[src/rtl/nkmd_dai_i2s_link.sv]
`default_nettype none
// ============================================================================
//  Module      : nkmd_dai_i2s_link
//  Description : dmix-side DAI link. Drains the TX ringbuffer onto an I2S
//                master output and pushes deserialized I2S input words into
//                the RX ringbuffer. Stereo is interleaved left, then right.
//  Revision    : 1.0 - initial release
// ============================================================================
module nkmd_dai_i2s_link #(
    parameter int BCK_DIV  = 4,
    parameter int SAMPLE_W = 24,
    parameter int SLOT_W   = 32
) (
    input  logic                clk,
    input  logic                rst,
    input  logic                enable_i,
    output logic                tx_pop_o,
    input  logic [SAMPLE_W-1:0] tx_data_i,
    input  logic                tx_ack_i,
    output logic [SAMPLE_W-1:0] rx_data_o,
    output logic                rx_ack_o,
    output logic                i2s_bck_o,
    output logic                i2s_lrck_o,
    output logic                i2s_dout_o,
    input  logic                i2s_din_i,
    output logic                underrun_o
);

    localparam int c_DIV_W = (BCK_DIV > 1) ? $clog2(BCK_DIV) : 1;
    localparam int c_CNT_W = $clog2(2 * SLOT_W);

    localparam logic [c_DIV_W-1:0] c_DIV_LAST    = c_DIV_W'(BCK_DIV - 1);
    localparam logic [c_CNT_W-1:0] c_FRAME_LAST  = c_CNT_W'(2 * SLOT_W - 1);
    localparam logic [c_CNT_W-1:0] c_SLOT        = c_CNT_W'(SLOT_W);
    localparam logic [c_CNT_W-1:0] c_SLOT_LAST   = c_CNT_W'(SLOT_W - 1);
    localparam logic [c_CNT_W-1:0] c_SAMPLE_LAST = c_CNT_W'(SAMPLE_W);

    logic [c_DIV_W-1:0]  r_div;
    logic                r_bck;
    logic [c_CNT_W-1:0]  r_bitcnt;
    logic                r_run;
    logic                r_tx_pop;
    logic                r_pop_d;
    logic [SAMPLE_W-1:0] r_hold;
    logic                r_hold_valid;
    logic [SAMPLE_W-1:0] r_tx_shift;
    logic                r_underrun;
    logic [SAMPLE_W-2:0] r_rx_shift;
    logic [SAMPLE_W-1:0] r_rx_data;
    logic                r_rx_ack;

    logic                w_wrap;
    logic                w_rise;
    logic                w_fall;
    logic                w_lrck;
    logic [c_CNT_W-1:0]  w_slot_bit;
    logic [c_CNT_W-1:0]  w_bitcnt_nxt;
    logic                w_in_sample;
    logic [SAMPLE_W-1:0] w_rx_word;

    assign w_wrap       = (r_div == c_DIV_LAST);
    assign w_rise       = w_wrap & ~r_bck;
    assign w_fall       = w_wrap & r_bck;
    assign w_lrck       = (r_bitcnt >= c_SLOT);
    assign w_slot_bit   = w_lrck ? (r_bitcnt - c_SLOT) : r_bitcnt;
    assign w_bitcnt_nxt = (r_bitcnt == c_FRAME_LAST) ? '0 : (r_bitcnt + c_CNT_W'(1));
    // Data bits occupy slot bits 1..SAMPLE_W: one bck of delay after the lrck edge.
    assign w_in_sample  = (w_slot_bit != '0) && (w_slot_bit <= c_SAMPLE_LAST);
    assign w_rx_word    = {r_rx_shift, i2s_din_i};

    always_ff @(posedge clk) begin
        if (!rst || !enable_i) begin
            r_div        <= '0;
            r_bck        <= 1'b0;
            r_bitcnt     <= '0;
            r_run        <= 1'b0;
            r_tx_pop     <= 1'b0;
            r_pop_d      <= 1'b0;
            r_hold       <= '0;
            r_hold_valid <= 1'b0;
            r_tx_shift   <= '0;
            r_underrun   <= 1'b0;
            r_rx_shift   <= '0;
            r_rx_data    <= '0;
            r_rx_ack     <= 1'b0;
        end else begin
            r_run      <= 1'b1;
            r_div      <= w_wrap ? '0 : (r_div + c_DIV_W'(1));
            r_underrun <= 1'b0;
            r_rx_ack   <= 1'b0;
            if (w_wrap) begin
                r_bck <= ~r_bck;
            end

            // First clk after idle fetches the first left sample; afterwards
            // one pop per slot, issued as the slot begins.
            r_tx_pop <= ~r_run | (w_fall & (w_slot_bit == c_SLOT_LAST));
            r_pop_d  <= r_tx_pop;

            if (w_fall) begin
                r_bitcnt <= w_bitcnt_nxt;
                if (w_slot_bit == '0) begin
                    r_tx_shift   <= r_hold_valid ? r_hold : '0;
                    r_hold_valid <= 1'b0;
                    r_underrun   <= ~r_hold_valid;
                end else if (w_in_sample) begin
                    r_tx_shift <= {r_tx_shift[SAMPLE_W-2:0], 1'b0};
                end
            end

            // Only an ack answering the pop of the previous clk is accepted.
            if (tx_ack_i && r_pop_d) begin
                r_hold       <= tx_data_i;
                r_hold_valid <= 1'b1;
            end

            if (w_rise && w_in_sample) begin
                r_rx_shift <= w_rx_word[SAMPLE_W-2:0];
                if (w_slot_bit == c_SAMPLE_LAST) begin
                    r_rx_data <= w_rx_word;
                    r_rx_ack  <= 1'b1;
                end
            end
        end
    end

    assign tx_pop_o   = r_tx_pop;
    assign rx_data_o  = r_rx_data;
    assign rx_ack_o   = r_rx_ack;
    assign i2s_bck_o  = r_bck;
    assign i2s_lrck_o = w_lrck;
    assign i2s_dout_o = w_in_sample ? r_tx_shift[SAMPLE_W-1] : 1'b0;
    assign underrun_o = r_underrun;

endmodule
`default_nettype wire

[config.mk]
export PLATFORM = sky130hd
export DESIGN_NAME = nkmd_dai_i2s_link
export DESIGN_NICKNAME = d
export VERILOG_FILES = /design/src/rtl/nkmd_dai_i2s_link.sv
export SDC_FILE = /design/constraint.sdc
export NUM_CORES = 1
export LEC_CHECK = 0
export ABC_AREA = 1
export CAP_MARGIN = 20
export CORE_MARGIN = 5
export CORE_UTILIZATION = 49
export DETAILED_ROUTE_END_ITERATION = 10
export PLACE_DENSITY_LB_ADDON = 0.25
export SLEW_MARGIN = 20
export SYNTH_ARGS = -nofsm -noshare
export SYNTH_HDL_FRONTEND = slang
export SYNTH_SLANG_ARGS = --single-unit
[constraint.sdc]
create_clock -name clk -period 1.5 [get_ports clk]
set_clock_uncertainty 0.1 [all_clocks]
set_input_delay 0.3 -clock clk [delete_from_list [all_inputs] [get_ports clk]]
set_output_delay 0.3 -clock clk [all_outputs]
set_load 0.005 [all_outputs]
==> flow_summary.json <==
{
  "antenna-diode-count": 0,
  "routed.top_layer": "met4",
  "routed_wl_um": 12200,
  "power.leakage_nw": 2.767,
  "crit_path_frequent_cell": "inv_2",
  "synth_area_mm2": 0.004537,
  "drive_gt1_frac": 0.2316,
  "dieArea_mm2": 0.01128,
  "fin_nets": 761,
  "clkSinkCount": 110,
  "worstPathArrival_ns": 1.39,
  "whs_path_depth": 1,
  "worst_slack_ns": -0.2901,
  "swShare": 0.2220,
  "path_class": "reg -> out",
  "wl_met3_um": 489,
  "finalMaxSlewViolations": 0,
  "slowest_delay_ns": 0.34,
  "end_kind": "output pin",
  "p_seq_frac": 0.594,
  "grt_overflow": 0,
  "path_clk_slew_ns": 0.10,
  "final_area_mm2": 0.006321,
  "synth_warnings": 0,
  "synth_cell_types": 27,
  "status": "finished with violations",
  "antenna_found_initial": 0,
  "violations": "negative setup slack",
  "timing.fmax_ghz": 0.5586,
  "syn_nets": 670,
  "wl_met1_um": 4730,
  "finalCritPeriodShare": 1.193,
  "syn_to_final_growth_pct": 39.33,
  "cp_top_family": "simple AND/OR/NAND/NOR gates",
  "place_hpwl_um": 6739,
  "power_frac_comb": 0.044,
  "layout_common_cells": "133 x nor2_1, 106 x nand2_1, 81 x dfxtp_1",
  "drt-vias-per-instance": 5.099,
  "vdd_drop_max_mv": 0.6216,
  "grtUsageTotal": 0.2032,
  "drc": 0,
  "hold_class": "reg -> reg",
  "stdcell_count": 845,
  "coreArea_mm2": 0.009153,
  "cpMaxStageDelayCell": "dfxtp_2",
  "yosys_register_bits": 110,
  "rsz0062_at_grt": "yes",
  "cts_tree": "done",
  "avgSynthCellArea_um2": 7.111,
  "power_switching_mw": 1.096,
  "grt_pass1_wl_um": 18640,
  "relSlewSlack": 0.7588,
  "clockRootBuffer": "clkbuf_8",
  "dpl_cell_area_mm2": 0.005414,
  "die_w_um": 106.2,
  "met2WireLength_um": 6648,
  "cts_max_level": 3,
  "gp_congestion": 0.8111,
  "hold_viol": 0,
  "drtAntennaViolNets": 0,
  "maxCapViolCount": 0,
  "post_drt_wl_per_cell_um": 14.44,
  "dp_cells": 801,
  "critPathLaunchType": "register",
  "drt-initial-drc-count": 181,
  "initial_utilization": 0.4957,
  "cp.depth": 7,
  "critPathRequiredTime_ns": 1.10,
  "grt_pass1_vias": 4130,
  "num_vias": 4309,
  "r2r_cells": 12,
  "p_per_area_mw_per_mm2": 780.7,
  "crit_buf_inv": 3,
  "rows": 35,
  "die_y_um": 106.2,
  "post-route-min-period_ns": 1.790,
  "layout_commonest_cell": "nor2_1",
  "intPower_mw": 3.839,
  "cp_cell_sequence": "inv_2 -> ha_4 -> inv_2 -> nor2_4 -> nand2_4 -> and3_4 -> buf_6",
  "cts_buffers": 9,
  "syn_inst": 638,
  "max_slew.worst_pin.slew_ns": 0.3612,
  "clock_latency_ns": 0.37,
  "cts_buffer_depth": 2,
  "crit_fanout": 2,
  "grt_max_degree": 42,
  "setup_viol": 75,
  "holdBufCountCts": 0,
  "port-buffer-count": 58,
  "detail_route.first_pass.iterations": 5,
  "ys_seq_area_frac": 0.4854,
  "pin_count": 59,
  "p_clk_frac": 0.362
}
[cell usage after synthesis]
master	instances	area, um2
buf_6	3	33.78
inv_4	1	6.260
nand2_1	109	409.1
a211oi_1	1	7.510
nor3b_1	1	7.510
nand2_4	2	22.52
nor2_1	151	566.8
inv_1	77	289.0
xor2_1	1	8.760
nor2_4	2	22.52
inv_2	4	15.01
nand2_2	2	12.51
nor4_1	1	6.260
nor3_1	3	15.01
nand4_1	23	143.9
nand3_2	1	10.01
buf_2	8	40.04
clkbuf_1	20	75.07
a21oi_1	29	145.1
dfxtp_1	110	2202
o21ai_0	53	265.3
and3_1	1	6.260
nand3_1	24	120.1
nand3_4	1	17.52
buf_4	6	45.04
ha_1	3	37.54
nor2_2	1	6.260
[layout make-up]
cell class	instances	area, um2
Fill cell	722	2831
Sequential cell	110	2241
Multi-Input combinational cell	409	2039
Timing Repair Buffer	117	1389
Inverter	82	315.3
Tap cell	111	138.9
Clock buffer	11	131.4
Clock inverter	5	66.31
[cell families (layout without fill, tap and decap cells)]
family                   after synthesis  in the layout  synth area share
AND/OR/NAND/NOR                      322            322            0.3012
buffers and inverters                119            215            0.1111
flip-flops                           110            110            0.4854
AO/OA/AOI/OAI                         83             83           0.09211
adder cells (fa/ha/maj)                3              3          0.008274
XOR/XNOR                               1              1          0.001931
[power by group through the flow]
stage | clock (mW) | sequential [mW] | combinational, mW
after floorplan | 0 | 3.00 | 0.0797
final | 1.78 | 2.93 | 0.219
after detailed placement | 0 | 3.00 | 0.200
after global routing | 1.95 | 2.93 | 0.239
after CTS | 1.83 | 2.93 | 0.213
after global placement | 0 | 3.00 | 0.196
[sequential cells by signal, summed over array words and instances, names as in the netlist]
register,flops
r_hold,24
r_tx_shift,24
rx_data_o,24
r_rx_shift,23
r_bitcnt,6
r_div,2
i2s_bck_o,1
r_hold_valid,1
r_pop_d,1
r_run,1
rx_ack_o,1
tx_pop_o,1
underrun_o,1
[worst register-to-register path, cell delays in order, from the launching register on]
cell and delay (ns):
dfxtp_2 0.34, inv_2 0.08, ha_4 0.13, inv_2 0.04, nor2_4 0.14, nand2_4 0.06
buf_4 0.15, buf_12 0.13, nand3_4 0.10, buf_12 0.15, clkbuf_16 0.15, nor2_1 0.04
nor2_1 0.13
[metrics by stage]
| step | hold WS (ns) | TNS (ns) | util | worst slack, ns | power (mW) |
|---|---|---|---|---|---|
| final | 0.3021 | -13.68 | 0.6906 | -0.2901 | 4.935 |
| after global routing | 0.3119 | -19.86 | 0.6906 | -0.3765 | 5.123 |
| after CTS | 0.3030 | -11.18 | 0.6640 | -0.2569 | 4.975 |
| after detailed placement | 0.2965 | -14.76 | 0.5915 | -0.2967 | 3.203 |
| after global placement | 0.2931 | -9.728 | 0.5915 | -0.2236 | 3.198 |
| after floorplan | 0.2890 | -0.008644 | - | -0.008644 | 3.080 |
[layer usage]
metal | GRT usage | vias up
li1 | - | 2170
met1 | 0.2192 | 1991
met2 | 0.3756 | 116
met3 | 0.04129 | 32
met4 | 0.09806 | 0
met5 | 0 | -
[repair_timing]
action,4_1_cts,5_1_grt
setup buffers,14,4
setup endpoints to repair,85,77
pin swaps,4,40
hold endpoints to repair,0,0
cloned,8,5
gates resized for setup,124,41
[worst paths after layout]
path | startpoint | endpoint | slack (ns)
min reg2reg | r_run$_DFF_P_ | tx_pop_o$_SDFF_PN0_ | 0.30
max reg2reg | r_bitcnt[0]$_SDFFE_PN0P_ | r_rx_shift[19]$_SDFFE_PN0N_ | -0.29
min | r_run$_DFF_P_ | tx_pop_o$_SDFF_PN0_ | 0.30
max | r_bitcnt[0]$_SDFFE_PN0P_ | i2s_dout_o | -0.29
(Power assumes the default switching activity.)
